$ cat src/rtl/msfsm_sched_pkg.sv
// msfsm_sched_pkg: shared types and constants for the MSFSM event scheduler
package msfsm_sched_pkg;
  typedef enum logic {CH_RI, CH_AI} chan_idx_e;
  typedef struct packed {
    logic pend_plus;
    logic pend_minus;
    logic phase;
  } token_t;
  localparam int NUM_CH = 2;
endpackage

$ cat src/rtl/msfsm_level_chan.sv
// msfsm_level_chan: level synchroniser, edge detect and PLUS/MINUS token register for one channel
module msfsm_level_chan
  import msfsm_sched_pkg::*;
#(
  parameter int SYNC_STAGES = 2
) (
  input  logic clk,
  input  logic reset,
  input  logic lvl_i,
  input  logic grant_i,
  output logic ready_o,
  output logic pol_o,
  output logic ovf_o
);
  logic lvl_s, prev_q, rise, fall, keep_p, keep_m;
  token_t tok_q, tok_d;
  if (SYNC_STAGES == 0) begin : g_nosync
    assign lvl_s = lvl_i;
  end else begin : g_sync
    logic [SYNC_STAGES-1:0] sync_q;
    always_ff @(posedge clk)
      if (reset) sync_q <= '0;
      else begin
        sync_q[0] <= lvl_i;
        for (int k = 1; k < SYNC_STAGES; k++) sync_q[k] <= sync_q[k-1];
      end
    assign lvl_s = sync_q[SYNC_STAGES-1];
  end
  always_comb begin
    rise = lvl_s & ~prev_q;
    fall = ~lvl_s & prev_q;
    ready_o = tok_q.pend_plus | tok_q.pend_minus;
    pol_o = tok_q.pend_plus & (~tok_q.pend_minus | tok_q.phase);
    keep_p = tok_q.pend_plus & ~(grant_i & pol_o);
    keep_m = tok_q.pend_minus & ~(grant_i & ~pol_o);
    ovf_o = (rise & tok_q.pend_plus) | (fall & tok_q.pend_minus);
    tok_d.pend_plus = keep_p | (rise & ~tok_q.pend_plus);
    tok_d.pend_minus = keep_m | (fall & ~tok_q.pend_minus);
    tok_d.phase = (keep_p & keep_m) ? tok_q.phase : keep_p ? 1'b1 : keep_m ? 1'b0 : rise & ~tok_q.pend_plus;
  end
  always_ff @(posedge clk)
    if (reset) begin
      prev_q <= 1'b0;
      tok_q <= '0;
    end else begin
      prev_q <= lvl_s;
      tok_q <= tok_d;
    end
endmodule

$ cat src/rtl/msfsm_event_scheduler.sv
// msfsm_event_scheduler: level-to-event and event-to-level interface with round-robin issue, error flags and watchdog
module msfsm_event_scheduler
  import msfsm_sched_pkg::*;
#(
  parameter int SYNC_STAGES = 2,
  parameter int MAX_ISSUE = 1,
  parameter int TIMEOUT = 1023,
  parameter int CW = 10
) (
  input  logic clk,
  input  logic reset,
  input  logic Ri,
  input  logic Ai,
  output logic Ri_PLUS,
  output logic Ri_MINUS,
  output logic Ai_PLUS,
  output logic Ai_MINUS,
  input  logic Ro_PLUS,
  input  logic Ro_MINUS,
  input  logic Ao_PLUS,
  input  logic Ao_MINUS,
  output logic Ro,
  output logic Ao,
  output logic err_ovf,
  output logic err_out,
  output logic stall
);
  localparam logic [CW-1:0] TO = CW'(TIMEOUT);
  logic [NUM_CH-1:0] lvl, rdy, pol, ovf, gnt;
  logic [3:0] pls_q, pls_d;
  chan_idx_e rr_q, rr_d;
  logic ro_q, ro_d, ao_q, ao_d, ovf_q, ovf_d, out_q, out_d, evt;
  logic [CW-1:0] wd_q, wd_d;
  assign lvl = {Ai, Ri};
  for (genvar i = 0; i < NUM_CH; i++) begin : g_ch
    msfsm_level_chan #(.SYNC_STAGES(SYNC_STAGES)) u_chan (
      .clk(clk),
      .reset(reset),
      .lvl_i(lvl[i]),
      .grant_i(gnt[i]),
      .ready_o(rdy[i]),
      .pol_o(pol[i]),
      .ovf_o(ovf[i])
    );
  end
  always_comb begin
    gnt = (MAX_ISSUE == 1 && &rdy) ? ((rr_q == CH_AI) ? 2'b01 : 2'b10) : rdy;
    rr_d = |gnt ? chan_idx_e'(~rr_q) : rr_q;
    pls_d = {gnt[1] & ~pol[1], gnt[1] & pol[1], gnt[0] & ~pol[0], gnt[0] & pol[0]};
    ro_d = (Ro_PLUS ^ Ro_MINUS) ? Ro_PLUS : ro_q;
    ao_d = (Ao_PLUS ^ Ao_MINUS) ? Ao_PLUS : ao_q;
    out_d = out_q | (Ro_PLUS & (Ro_MINUS | ro_q)) | (Ro_MINUS & ~ro_q)
                  | (Ao_PLUS & (Ao_MINUS | ao_q)) | (Ao_MINUS & ~ao_q);
    ovf_d = ovf_q | |ovf;
    evt = |{pls_q, Ro_PLUS, Ro_MINUS, Ao_PLUS, Ao_MINUS};
    wd_d = (evt || TIMEOUT == 0) ? '0 : (wd_q == TO) ? wd_q : wd_q + 1'b1;
  end
  always_ff @(posedge clk)
    if (reset) begin
      pls_q <= '0;
      rr_q <= CH_AI;
      ro_q <= 1'b0;
      ao_q <= 1'b0;
      ovf_q <= 1'b0;
      out_q <= 1'b0;
      wd_q <= '0;
    end else begin
      pls_q <= pls_d;
      rr_q <= rr_d;
      ro_q <= ro_d;
      ao_q <= ao_d;
      ovf_q <= ovf_d;
      out_q <= out_d;
      wd_q <= wd_d;
    end
  assign {Ai_MINUS, Ai_PLUS, Ri_MINUS, Ri_PLUS} = pls_q;
  assign Ro = ro_q;
  assign Ao = ao_q;
  assign err_ovf = ovf_q;
  assign err_out = out_q;
  assign stall = (TIMEOUT != 0) && (wd_q == TO);
endmodule

$ cat config.mk
export PLATFORM = sky130hd
export DESIGN_NAME = msfsm_event_scheduler
export DESIGN_NICKNAME = d
export VERILOG_FILES = /design/src/rtl/msfsm_sched_pkg.sv /design/src/rtl/msfsm_level_chan.sv /design/src/rtl/msfsm_event_scheduler.sv
export SDC_FILE = /design/constraint.sdc
export NUM_CORES = 1
export LEC_CHECK = 0
export ABC_AREA = 1
export CAP_MARGIN = 20
export CORE_ASPECT_RATIO = 1.25
export CORE_MARGIN = 1.5
export CORE_UTILIZATION = 56
export CTS_BUF_LIST = sky130_fd_sc_hd__clkbuf_8
export CTS_CLUSTER_SIZE = 30
export DETAILED_ROUTE_END_ITERATION = 10
export GPL_TIMING_DRIVEN = 0
export PLACE_DENSITY = 0.85
export RECOVER_POWER = 50
export SLEW_MARGIN = 20
export SYNTH_ARGS = -nofsm -noshare
export SYNTH_HDL_FRONTEND = slang
export SYNTH_HIERARCHICAL = 1
export SYNTH_SLANG_ARGS = --single-unit
export TNS_END_PERCENT = 10
$ cat constraint.sdc
create_clock -name clk -period 1.8 [get_ports clk]
set_input_delay 0.27 -clock clk [delete_from_list [all_inputs] [get_ports clk]]
set_output_delay 0.27 -clock clk [all_outputs]
set_load 0.05 [all_outputs]
Word-level counts from Yosys, hierarchy flattened
Index checks and enable logic that the tools add are counted.
W data, S select, Z words.
{"block": "totals", "out_inout_bits": 9, "in_bits": 8, "regBits": 31}
{"block": "op_classes", "bitwise_logic": 64, "n_reduce_logical": 4, "eq_ne": 1, "n_addsub": 1, "mux": 6}
{"op": "$and A1 B1 Y1", "n": 28}
{"op": "$not A1 Y1", "n": 17}
{"op": "$or A1 B1 Y1", "n": 17}
{"op": "$add A10 B1 Y10 const B", "n": 1}
{"op": "$eq A10 B10 Y1 const B", "n": 1}
{"op": "$reduce_or A9 Y1", "n": 1}
{"op": "$mux W1", "n": 4}
{"op": "$mux W2", "n": 2}
{"op": "$reduce_or A2 Y1", "n": 2}
{"op": "$reduce_and A2 Y1", "n": 1}
{"op": "$xor A1 B1 Y1", "n": 2}

Longest topological paths before layout
Gate-level depths: netlist (run 1).
{"block": "depth", "ltp_word": 9, "mapped_depth": 9}

Modules after synthesis
Netlist (run 1), hierarchy kept.
{"module": "msfsm_event_scheduler", "cells_each": 129, "n_inst": 1, "area_per_inst_um2": 892.1}
{"module": "msfsm_level_chan", "cells_each": 37, "n_inst": 2, "area_per_inst_um2": 240.2}

Worst setup path after synthesis (run 1)
OpenSTA, ideal clock, no wires.
{"block": "synth_timing", "path_kind": "register to output", "startpoint": "register wd_q[0]", "endpoint": "output stall", "setup_slack_ns": 0.217, "arrival_ns": 1.313, "path_stages_with_launch": 7, "path_cell_list": "dfxtp_1 -> ha_1 -> nand2_2 -> nor2_4 -> nand3_4 -> buf_6 -> inv_1"}
{"block": "synth_via", "elab_chain_len": 1}
{"item": "from (decl)", "line": "msfsm_event_scheduler.sv:33", "source": "logic [CW-1:0] wd_q, wd_d;"}
{"item": "from (signal assigned)", "line": "msfsm_event_scheduler.sv:74", "source": "wd_q <= wd_d;"}
{"item": "$eq A10 B10 Y1", "line": "msfsm_event_scheduler.sv:81", "source": "assign stall = (TIMEOUT != 0) && (wd_q == TO);"}
{"item": "to (decl)", "line": "msfsm_event_scheduler.sv:26", "source": "output logic stall"}
Every way passes these cells.

Worst setup path after layout (run 1)
{"block": "layout_timing", "startpoint": "register ro_q, in the netlist Ro", "endpoint": "output Ro"}
{"item": "from (decl)", "line": "msfsm_event_scheduler.sv:32", "source": "logic ro_q, ro_d, ao_q, ao_d, ovf_q, ovf_d, out_q, out_d, evt;"}
{"item": "from (signal assigned)", "line": "msfsm_event_scheduler.sv:70", "source": "ro_q <= ro_d;"}
{"item": "to (decl)", "line": "msfsm_event_scheduler.sv:22", "source": "output logic Ro,"}
No word-level cell between the ends.

==> results of run 1 <==
-- registers in the layout (all words and copies together), names as in the netlist --
register,cells
g_ch.u_chan/tok_q,6
pls_q,4
Ro,1
Ao,1
rr_q,1
wd_q,10
err_ovf,1
g_ch.u_chan/prev_q,2
g_ch.u_chan/g_sync.sync_q,4
err_out,1
-- cell type report --
cell class	count	area share
sequential	31	0.373
multi-input combinational	132	0.360
timing repair buffer	19	0.109
inverter	39	0.0869
clock buffer	5	0.0408
tap	31	0.0230
clock inverter	3	0.00742
-- layout by cell type, fill, tap and decap left out --
master / n
nand2_1: 55
inv_1: 40
nor2_1: 37
dfxtp_1: 29
nand3_1: 14
clkdlybuf4s50_1: 14
a21oi_1: 11
clkbuf_8: 5
nor2_4: 3
o21ai_0: 3
buf_4: 3
nor3_1: 2
dfxtp_4: 2
inv_2: 1
nand2_2: 1
nand3_4: 1
o21bai_1: 1
a41oi_1: 1
nand3b_1: 1
o21ai_1: 1
ha_4: 1
clkinv_2: 1
dlygate4sd3_1: 1
buf_6: 1
-- metrics by stage --
step	utilization	total power (uW)	std cells	setup TNS, ns
6_report	0.746	1360	260	0
5_1_grt	0.746	1420	260	0
4_1_cts	0.742	1380	259	0
3_5_place_dp	0.696	870	250	-0.456
3_3_place_gp	0.696	863	250	-0.387
2_1_floorplan	-	819	203	0
-- kinds of logic (layout without fill, tap and decap cells) --
family,Yosys count,in the layout,synth area share
AOI/OAI and AO/OA,17,17,0.0665
adders and majority gates,1,1,0.00911
buffers and inverters,40,66,0.115
DFF,31,31,0.452
and+or+nand+nor,114,114,0.357
-- metal layers --
layer,vias to the layer above,GRT usage,wire length [um]
met5,-,0,0
met4,0,0.0952,46
met3,5,0.0920,67
met2,13,0.378,1320
met1,559,0.237,1090
li1,665,-,-
-- worst paths after layout --
path / start / end
setup / recovery: Ro$_SDFFE_PP0P_ / Ro
hold / removal: g_ch[0].u_chan/g_sync.sync_q[0]$_SDFF_PP0_ / g_ch[0].u_chan/g_sync.sync_q[1]$_SDFF_PP0_
setup reg to reg: g_ch[1].u_chan/tok_q[2]$_SDFF_PP0_ / g_ch[1].u_chan/tok_q[0]$_SDFFE_PP0N_
hold reg to reg: g_ch[0].u_chan/g_sync.sync_q[0]$_SDFF_PP0_ / g_ch[0].u_chan/g_sync.sync_q[1]$_SDFF_PP0_
-- power groups by stage --
stage               combinational, uW  clock [uW]  sequential, uW
floorplan                        57.9           0             762
global placement                  126           0             737
detailed placement                132           0             738
CTS                               133         523             723
global route                      146         553             722
finish                            132         505             720
-- worst min-delay path: cells and delay by family (launching register included) --
family / cells / cell delay [ns]
and+or+nand+nor: 1 / 0.03
DFF: 1 / 0.29
buffers and inverters: 1 / 0.04
-- timing repair --
item / in CTS / in global routing
pin swaps: 2 / 2
resized for setup: 11 / 2
endpoints found under the setup margin: 1 / 1
buffers inserted: 1 / 2
==> results.md, run 1 <==
- Status: finished clean
- Design Area, Final: 1690 um2
- Die footprint: 2760 um2
- Area leader, netlist: dfxtp_1
- Routability cong.: 0.787
- Register area: 628 um2
- CTS Buf Count: 5
- Multi-input logic area: 607 um2
- Cell with the most instances after synthesis: nand2_1
- Hold Buf Count CTS: 0
- DIE HEIGHT: 58.4 um
- Final clock skew: 0.00258 ns
- Hold slack: 0.406 ns
- Vias in the first global route: 1153
- CTS Sinks: 31
- DRT Pass-1 Iters: 4
- Fraction of the cycle the final worst path needs: 0.972
- F_max: 0.571 GHz
- CORE AREA: 2260 um2
- Cell Pwr Density: 805 nW/um2
- Setup crit end kind: output port
- Dpl cell area: 1570 um2
- Top post-synthesis cells by area: dfxtp_1, nand2_1, inv_1, nor2_1, nand3_1
- Part of the power in combinational logic: 0.097
- Final HPWL DP: 1920 um
- Seq/Total Area, Yosys: 0.452
- Worst hold-check path type: reg -> reg
- Mapped Cells: 203
- Net Sw Power: 342 uW
- Worst Setup Path Type: reg -> out
- Final hold viol count: 0
- Sw frac: 0.252
- Grt ovf: 0
- Post-synthesis net count: 212
- Number of stages on the worst setup path: 1
- Top_reg_cell synth: dfxtp_1
- First-pass GRT wire length: 4370 um
- Clk_lat worst skew: 0.28 ns
- RSZ-0062 raised after global routing: false
- N_diodes: 0
- Global Route Usage Sum: 0.225
- Post-synthesis register bit count: 31
- WP buf/inv: 1
- Yosys warns: 6
- Drt via density: 4.78
- Fill cells: 172
- Bufs on Longest Clock Path: 2
- Nets@finish: 237
- Worst-path clk slew: 0.06 ns
- Crit path DAT: 1.48 ns
- Minimum clock period: 1.75 ns
- FFs w/ async S/R, synth: 0
- Final WS setup: 0.0502 ns
- Synth top area share: 0.452
- Initial Util: 0.608
- Drt total wl: 2520 um
- IO buf count: 16
- Worst reg-to-reg setup slack: 0.50 ns
- Area Growth Syn to Fin: 22.8%
- Number of DRC markers in iteration 0: 17
- Antenna violations before repair: 0
- CP Max Fanout: 4
- Worst Max-Slew Pin Slew: 0.520 ns
- Peak VDD IR: 0.818 mV
- CP Cell Sequence: clkdlybuf4s50_1
- CP delay by family, top: buffers and inverters
- Rows: 19
- Num ports: 17
- DR WL/cell: 9.69 um
- Max incr delay on CP: 0.83 ns
- Static Leak: 0.000779 uW
- Final Setup Violations: 0
- Detail Route Antenna Nets: 0
- Slew HR: 0.652
- Share of layout cells above drive strength 1: 0.0830
- Register-to-Register Path Depth: 9
- Slew Viols, Final: 0
- CTS tree: yes
- Dpl ws: -0.421 ns
- # DRC: 0
- Root buf cell: clkbuf_8
- Via count: 1242
- Netlist Area Pre-Place: 1370 um2
- Hold depth: 2
- CP startpoint kind: flop
- Post-synth EDFFs: 0
- Internal power: 1020 uW
- Die span in x: 47.3 um
- Worst path slowest cell: clkdlybuf4s50_1
- Max Cap Viol: 0
- Clock share of power: 0.372
- Synth Area per Inst: 6.76 um2
- Distinct cells, synth: 18
- Worst path required time: 1.53 ns
- Seq pwr share: 0.531
- Largest net degree at the start of global routing: 15
- Synth top cells by count: nand2_1, inv_1, nor2_1
- H-tree depth: 2
Note: power is estimated with default switching activity, not from simulation.
==> run 2: changes to the inputs <==
--- a/config.mk
+++ b/config.mk
@@ -13,9 +13,9 @@
 export CTS_BUF_LIST = sky130_fd_sc_hd__clkbuf_8
 export CTS_CLUSTER_SIZE = 30
 export DETAILED_ROUTE_END_ITERATION = 10
+export GPL_ROUTABILITY_DRIVEN = 1
 export GPL_TIMING_DRIVEN = 0
 export PLACE_DENSITY = 0.85
-export RECOVER_POWER = 50
 export SLEW_MARGIN = 20
 export SYNTH_ARGS = -nofsm -noshare
 export SYNTH_HDL_FRONTEND = slang
==> run 2 against run 1 <==
  * Clock-buffer cell count stayed put
  * Clock power hardly changed
  * Worst setup slack stayed put
  * Maximum frequency stayed put
  * Non-clock buffer count stayed put
  * Clock skew stayed put
  * Via count stayed put
  * Worst hold slack stayed put
  * Global-route usage stayed put
  * Wire length stayed put
  * Critical path type unchanged
  * Die area stayed put
  * Highest routed layer unchanged
==> results.md, run 2 (synthesized netlist as in run 1, its figures left out) <==
- Final Setup Violations: 0 (unchanged)
- Number of stages on the worst setup path: 1 (unchanged)
- Largest net degree at the start of global routing: 15 (unchanged)
- Worst hold-check path type: reg -> reg
- Peak VDD IR: 0.818 mV (about the same)
- Slew Viols, Final: 0 (unchanged)
- Hold Buf Count CTS: 0 (unchanged)
- DRT Pass-1 Iters: 4 (unchanged)
- Worst path required time: 1.53 ns (about the same)
- # DRC: 0 (unchanged)
- Slew HR: 0.656 (+0.00354)
- Bufs on Longest Clock Path: 2 (unchanged)
- Grt ovf: 0 (unchanged)
- H-tree depth: 2 (unchanged)
- Most common cell after layout, fill and taps aside: nand2_1
- Via count: 1242 (unchanged)
- Max Cap Viol: 0 (unchanged)
- Drt total wl: 2520 um (unchanged)
- Final HPWL DP: 1920 um (unchanged)
- Die span in x: 47.3 um (unchanged)
- Biggest regs: wd_q (10), g_ch.u_chan/tok_q (6)
- Worst-path clk slew: 0.06 ns (about the same)
- Hold depth: 2 (unchanged)
- Detail Route Antenna Nets: 0 (unchanged)
- Final hold viol count: 0 (unchanged)
- Root buf cell: clkbuf_8
- Hold slack: 0.406 ns (unchanged)
- CORE AREA: 2260 um2 (unchanged)
- CP startpoint kind: flop
- Status: finished clean
- Drt via density: 4.78 (unchanged)
- Worst Max-Slew Pin Slew: 0.515 ns (-0.00520 ns)
- Finished Core Util: 0.746 (unchanged)
- Die footprint: 2760 um2 (unchanged)
- Minimum clock period: 1.75 ns (unchanged)
- Fraction of the cycle the final worst path needs: 0.972 (unchanged)
- Most frequent cells in the layout: nand2_1, inv_1, nor2_1
- Nets@finish: 237 (unchanged)
- Area Growth Syn to Fin: 22.8% (unchanged)
- Dpl cell area: 1570 um2 (unchanged)
- CP delay by family, top: buffers and inverters
- First-pass GRT wire length: 4370 um (unchanged)
- DIE HEIGHT: 58.4 um (unchanged)
- Cell Pwr Density: 805 nW/um2 (about the same)
- Routability cong.: 0.787 (unchanged)
- Clk_lat worst skew: 0.28 ns (about the same)
- Worst path slowest cell: clkdlybuf4s50_1
- Register name with the most flops: wd_q
- Max incr delay on CP: 0.83 ns (about the same)
- Antenna violations before repair: 0 (unchanged)
- Worst Setup Path Type: reg -> out
- Flip-flop count of the largest register after layout: 10 (unchanged)
- Num ports: 17 (unchanged)
- Rows: 19 (unchanged)
- Share of layout cells above drive strength 1: 0.0830 (unchanged)
- Setup crit end kind: output port
- CTS Buf Count: 5 (unchanged)
- Design Area, Final: 1690 um2 (unchanged)
- DR WL/cell: 9.69 um (unchanged)
- Initial Util: 0.608 (unchanged)
- F_max: 0.571 GHz (unchanged)
- CTS Sinks: 31 (unchanged)
- Dpl ws: -0.421 ns (unchanged)
- WP buf/inv: 1 (unchanged)
- CP Max Fanout: 4 (unchanged)
- IO buf count: 16 (unchanged)
- Register-to-Register Path Depth: 9 (unchanged)
- Global Route Usage Sum: 0.225 (unchanged)
- N_diodes: 0 (unchanged)
- Final WS setup: 0.0502 ns (unchanged)
- Vias in the first global route: 1153 (unchanged)
- CP Cell Sequence: clkdlybuf4s50_1
- Final clock skew: 0.00258 ns (unchanged)
- Number of DRC markers in iteration 0: 17 (unchanged)
- CTS tree: yes
- RSZ-0062 raised after global routing: false
- Static Leak: 0.000779 uW (about the same)
- Crit path DAT: 1.48 ns (about the same)
- Tot Pwr: 1360 uW (about the same)
## run 2: changes by cell type in the layout (fill, tap and decap cells not counted), sizes merged
cell,delta
clkdlybuf4s50,+1
dlygate4sd3,-1
## run 2: final timing paths
path                                                    from  slack [ns]                                         end
hold reg to reg   g_ch[0].u_chan/g_sync.sync_q[0]$_SDFF_PP0_        0.41  g_ch[0].u_chan/g_sync.sync_q[1]$_SDFF_PP0_
hold / removal    g_ch[0].u_chan/g_sync.sync_q[0]$_SDFF_PP0_        0.41  g_ch[0].u_chan/g_sync.sync_q[1]$_SDFF_PP0_
setup / recovery                             Ro$_SDFFE_PP0P_        0.05                                          Ro
setup reg to reg          g_ch[1].u_chan/tok_q[2]$_SDFF_PP0_        0.50        g_ch[1].u_chan/tok_q[0]$_SDFFE_PP0N_
## run 2: worst register-to-register path: cells and delay by family, from the launching register on
kind | cells | cell delay [ns]
AO/OA/AOI/OAI | 1 | 0.23
buffers and inverters | 2 | 0.13
AND/OR/NAND/NOR | 6 | 0.45
flip-flops | 1 | 0.38
## run 2: layout make-up
class                      instances  area, um2
clock buffer                       5       68.8
clock inverter                     3       12.5
fill                             172        573
inverter                          39        146
multi-input combinational        132        607
sequential                        31        628
tap                               31       38.8
timing repair buffer              19        184
## run 2: stage by stage
stage               TNS [ns]  std cells
floorplan                  0        203
global placement      -0.387        250
detailed placement    -0.456        250
CTS                        0        259
global route               0        260
finish                     0        260
## run 2: power breakdown
group	switching [uW]	internal, uW	total, uW
clock network	246	259	505
registers	13.7	706	720
logic	81.9	50.1	132
## run 2: what timing repair did
action | CTS | global route
pin swaps | 2 | 2
endpoints found under the hold margin | 0 | 0
resized for setup | 11 | 2
buffers inserted | 1 | 2
endpoints found under the setup margin | 1 | 1
## run 2: per-layer routing
metal | routed length (um) | track usage
met2 | 1320 | 0.378
met4 | 46 | 0.0952
met1 | 1090 | 0.237
met5 | 0 | 0
met3 | 67 | 0.0920
==> run 3: changes to the inputs <==
--- a/config.mk
+++ b/config.mk
@@ -7,15 +7,14 @@
 export LEC_CHECK = 0
 export ABC_AREA = 1
 export CAP_MARGIN = 20
-export CORE_ASPECT_RATIO = 1.25
 export CORE_MARGIN = 1.5
-export CORE_UTILIZATION = 56
+export CORE_UTILIZATION = 39
 export CTS_BUF_LIST = sky130_fd_sc_hd__clkbuf_8
 export CTS_CLUSTER_SIZE = 30
 export DETAILED_ROUTE_END_ITERATION = 10
 export GPL_ROUTABILITY_DRIVEN = 1
 export GPL_TIMING_DRIVEN = 0
-export PLACE_DENSITY = 0.85
+export PLACE_DENSITY = 0.64
 export SLEW_MARGIN = 20
 export SYNTH_ARGS = -nofsm -noshare
 export SYNTH_HDL_FRONTEND = slang
==> run 3 against run 2 <==
  * Clock power rose by 7.5%
  * Via count fell by 5.1%
  * Combinational power barely moved
  * Worst hold slack got worse by 0.0036 ns
  * Design area rose by 0.59%
  * Largest cell class unchanged
  * Highest routed layer unchanged
==> results.md, run 3 (synthesized netlist as in run 1, its figures left out) <==
- Status: finished clean
- Final clock skew: 0.00696 ns (+0.00438 ns)
- Hold endpoint: g_ch[0].u_chan/g_sync.sync_q[1]$_SDFF_PP0_
- # DRC: 0 (unchanged)
- Dpl ws: -0.412 ns (+0.00924 ns)
- Peak VDD IR: 0.602 mV (-26%)
- Most common cell after layout, fill and taps aside: nand2_1
- Hold_sp: g_ch[0].u_chan/g_sync.sync_q[0]$_SDFF_PP0_
- Worst reg-to-reg setup slack: 0.55 ns (+0.05 ns)
- Dpl cell area: 1590 um2 (+1.2%)
- IO buf count: 16 (unchanged)
- Setup crit end kind: output port
- Worst path required time: 1.53 ns (about the same)
- Drt total wl: 2330 um (-7.4%)
- Area Growth Syn to Fin: 23.5%
- CP Max Fanout: 4 (unchanged)
- Flip-flop count of the largest register after layout: 10 (unchanged)
- CTS tree: yes
- Slew HR: 0.670 (+0.0142)
- CORE AREA: 3360 um2 (+49%)
- GRT Max-Usage Layer: met2
- F_max: 0.578 GHz (+1.1%)
- Final WS setup: 0.0691 ns (+0.0189 ns)
- CP startpoint kind: flop
- Grt ovf: 0 (unchanged)
- Minimum clock period: 1.73 ns (-0.0189 ns)
- H-tree depth: 2 (unchanged)
- Number of DRC markers in iteration 0: 58 (+41)
- Post-route insts no fill: 272 (+4.6%)
- Static Leak: 0.000767 uW (-1.5%)
- Worst r2r dst: wd_q[3]$_SDFFE_PP0N_
- GR met1 Demand/Resource: 0.155 (-0.0824)
- DRT Pass-1 Iters: 5 (+1)
- Antenna violations before repair: 0 (unchanged)
- Final HPWL DP: 1680 um (-12%)
- Routability cong.: 0.758 (-3.7%)
- Fraction of the cycle the final worst path needs: 0.962 (-0.0105)
- Worst r2r src: wd_q[1]$_SDFFE_PP0N_
- Num ports: 17 (unchanged)
- Rows: 21 (+2)
- Biggest regs: wd_q (10), g_ch.u_chan/tok_q (6)
- Clk_lat worst skew: 0.28 ns (about the same)
- CP delay by family, top: buffers and inverters
- Placed Cells: 265 (+6.0%)
- CTS Sinks: 31 (unchanged)
- Max Cap Viol: 0 (unchanged)
- Vias in the first global route: 1053 (-8.7%)
- Worst Max-Slew Pin Slew: 0.494 ns (-0.0212 ns)
- Share of layout cells above drive strength 1: 0.0796 (-0.00332)
- Met3 usage in global routing: 0.0489 (-0.0431)
- Worst Setup Path Type: reg -> out
- Worst path slowest cell: clkdlybuf4s50_1
- DR WL/cell: 8.57 um (-12%)
- Nets@finish: 235 (-0.84%)
- N_diodes: 0 (unchanged)
- Root buf cell: clkbuf_8
- Detail Route Antenna Nets: 0 (unchanged)
- Slew Viols, Final: 0 (unchanged)
- Cell Pwr Density: 821 nW/um2 (+1.9%)
- WP buf/inv: 1 (unchanged)
- Final Setup Violations: 0 (unchanged)
- Hold depth: 2 (unchanged)
- DIE HEIGHT: 62.3 um (+6.8%)
- Drt via density: 4.33 (-9.3%)
- RSZ-0062 raised after global routing: false
- CP Cell Sequence: clkdlybuf4s50_1
- Max incr delay on CP: 0.82 ns (about the same)
- Most frequent cells in the layout: nand2_1, inv_1, nor2_1
- Global Route Usage Sum: 0.137 (-0.0873)
- GRT met2 Usage: 0.227 (-0.151)
- Finished Core Util: 0.504 (-0.242)
- Register name with the most flops: wd_q
- Worst-path clk slew: 0.06 ns (about the same)
- Setup TNS: 0 ns (unchanged)
- Design Area, Final: 1700 um2 (+0.59%)
- Final hold viol count: 0 (unchanged)
- First-pass GRT wire length: 4220 um (-3.6%)
- Bufs on Longest Clock Path: 2 (unchanged)
- Crit path DAT: 1.46 ns (-0.02 ns)
- Register-to-Register Path Depth: 8 (-1)
- Initial Util: 0.408 (-0.200)
- Die footprint: 3880 um2 (+41%)
- Via count: 1179 (-5.1%)
- Worst hold-check path type: reg -> reg
- Largest net degree at the start of global routing: 15 (unchanged)
- CTS Buf Count: 5 (unchanged)
- Die span in x: 62.3 um (+32%)
## run 3: cell types whose count changed in the layout (fill, tap and decap cells not counted)
cell | before | now
buf_4 | 3 | 1
inv_1 | 40 | 38
clkbuf_8 | 5 | 6
## run 3: area by class of cell
| class | instances | area (um2) |
|---|---|---|
| Clock buffer | 6 | 82.6 |
| Clock inverter | 1 | 5.00 |
| Tap cell | 46 | 57.6 |
| Inverter | 39 | 146 |
| Timing Repair Buffer | 17 | 169 |
| Sequential cell | 31 | 628 |
| Fill cell | 364 | 1670 |
| Multi-Input combinational cell | 132 | 607 |
## run 3: power by group
group / switching, uW / internal, uW
Clock: 243 / 299
Sequential: 13.7 / 706
Combinational: 78.6 / 49.9
## run 3: worst max path at each step
stage	slack (ns)	to	from	cells past startpoint
after global placement	-0.42	stall	wd_q[0]$_SDFFE_PP0N_	7
after floorplan	0.22	stall	wd_q[0]$_SDFFE_PP0N_	6
after CTS	0.02	stall	wd_q[1]$_SDFFE_PP0N_	7
after global routing	0.01	stall	wd_q[1]$_SDFFE_PP0N_	6
final	0.07	Ro	Ro$_SDFFE_PP0P_	1
after detailed placement	-0.41	stall	wd_q[0]$_SDFFE_PP0N_	7
## run 3: through the flow
step	total power (uW)	hold WS, ns
6_report	1390	0.402
5_1_grt	1460	0.430
4_1_cts	1420	0.405
3_5_place_dp	867	0.396
3_3_place_gp	867	0.390
2_1_floorplan	819	0.339
## run 3: routing by layer
metal  part of all wire  routed length [um]
met5                  0                   0
met4              0.015                  35
met3              0.034                  80
met2               0.47                1090
met1               0.48                1130
## run 3: timing repair
action	CTS	global route
gates resized for setup	11	2
buffers inserted	1	0
pin swaps	2	1
hold buffers	0	0
endpoints found under the hold margin	0	0
setup endpoints to repair	1	1
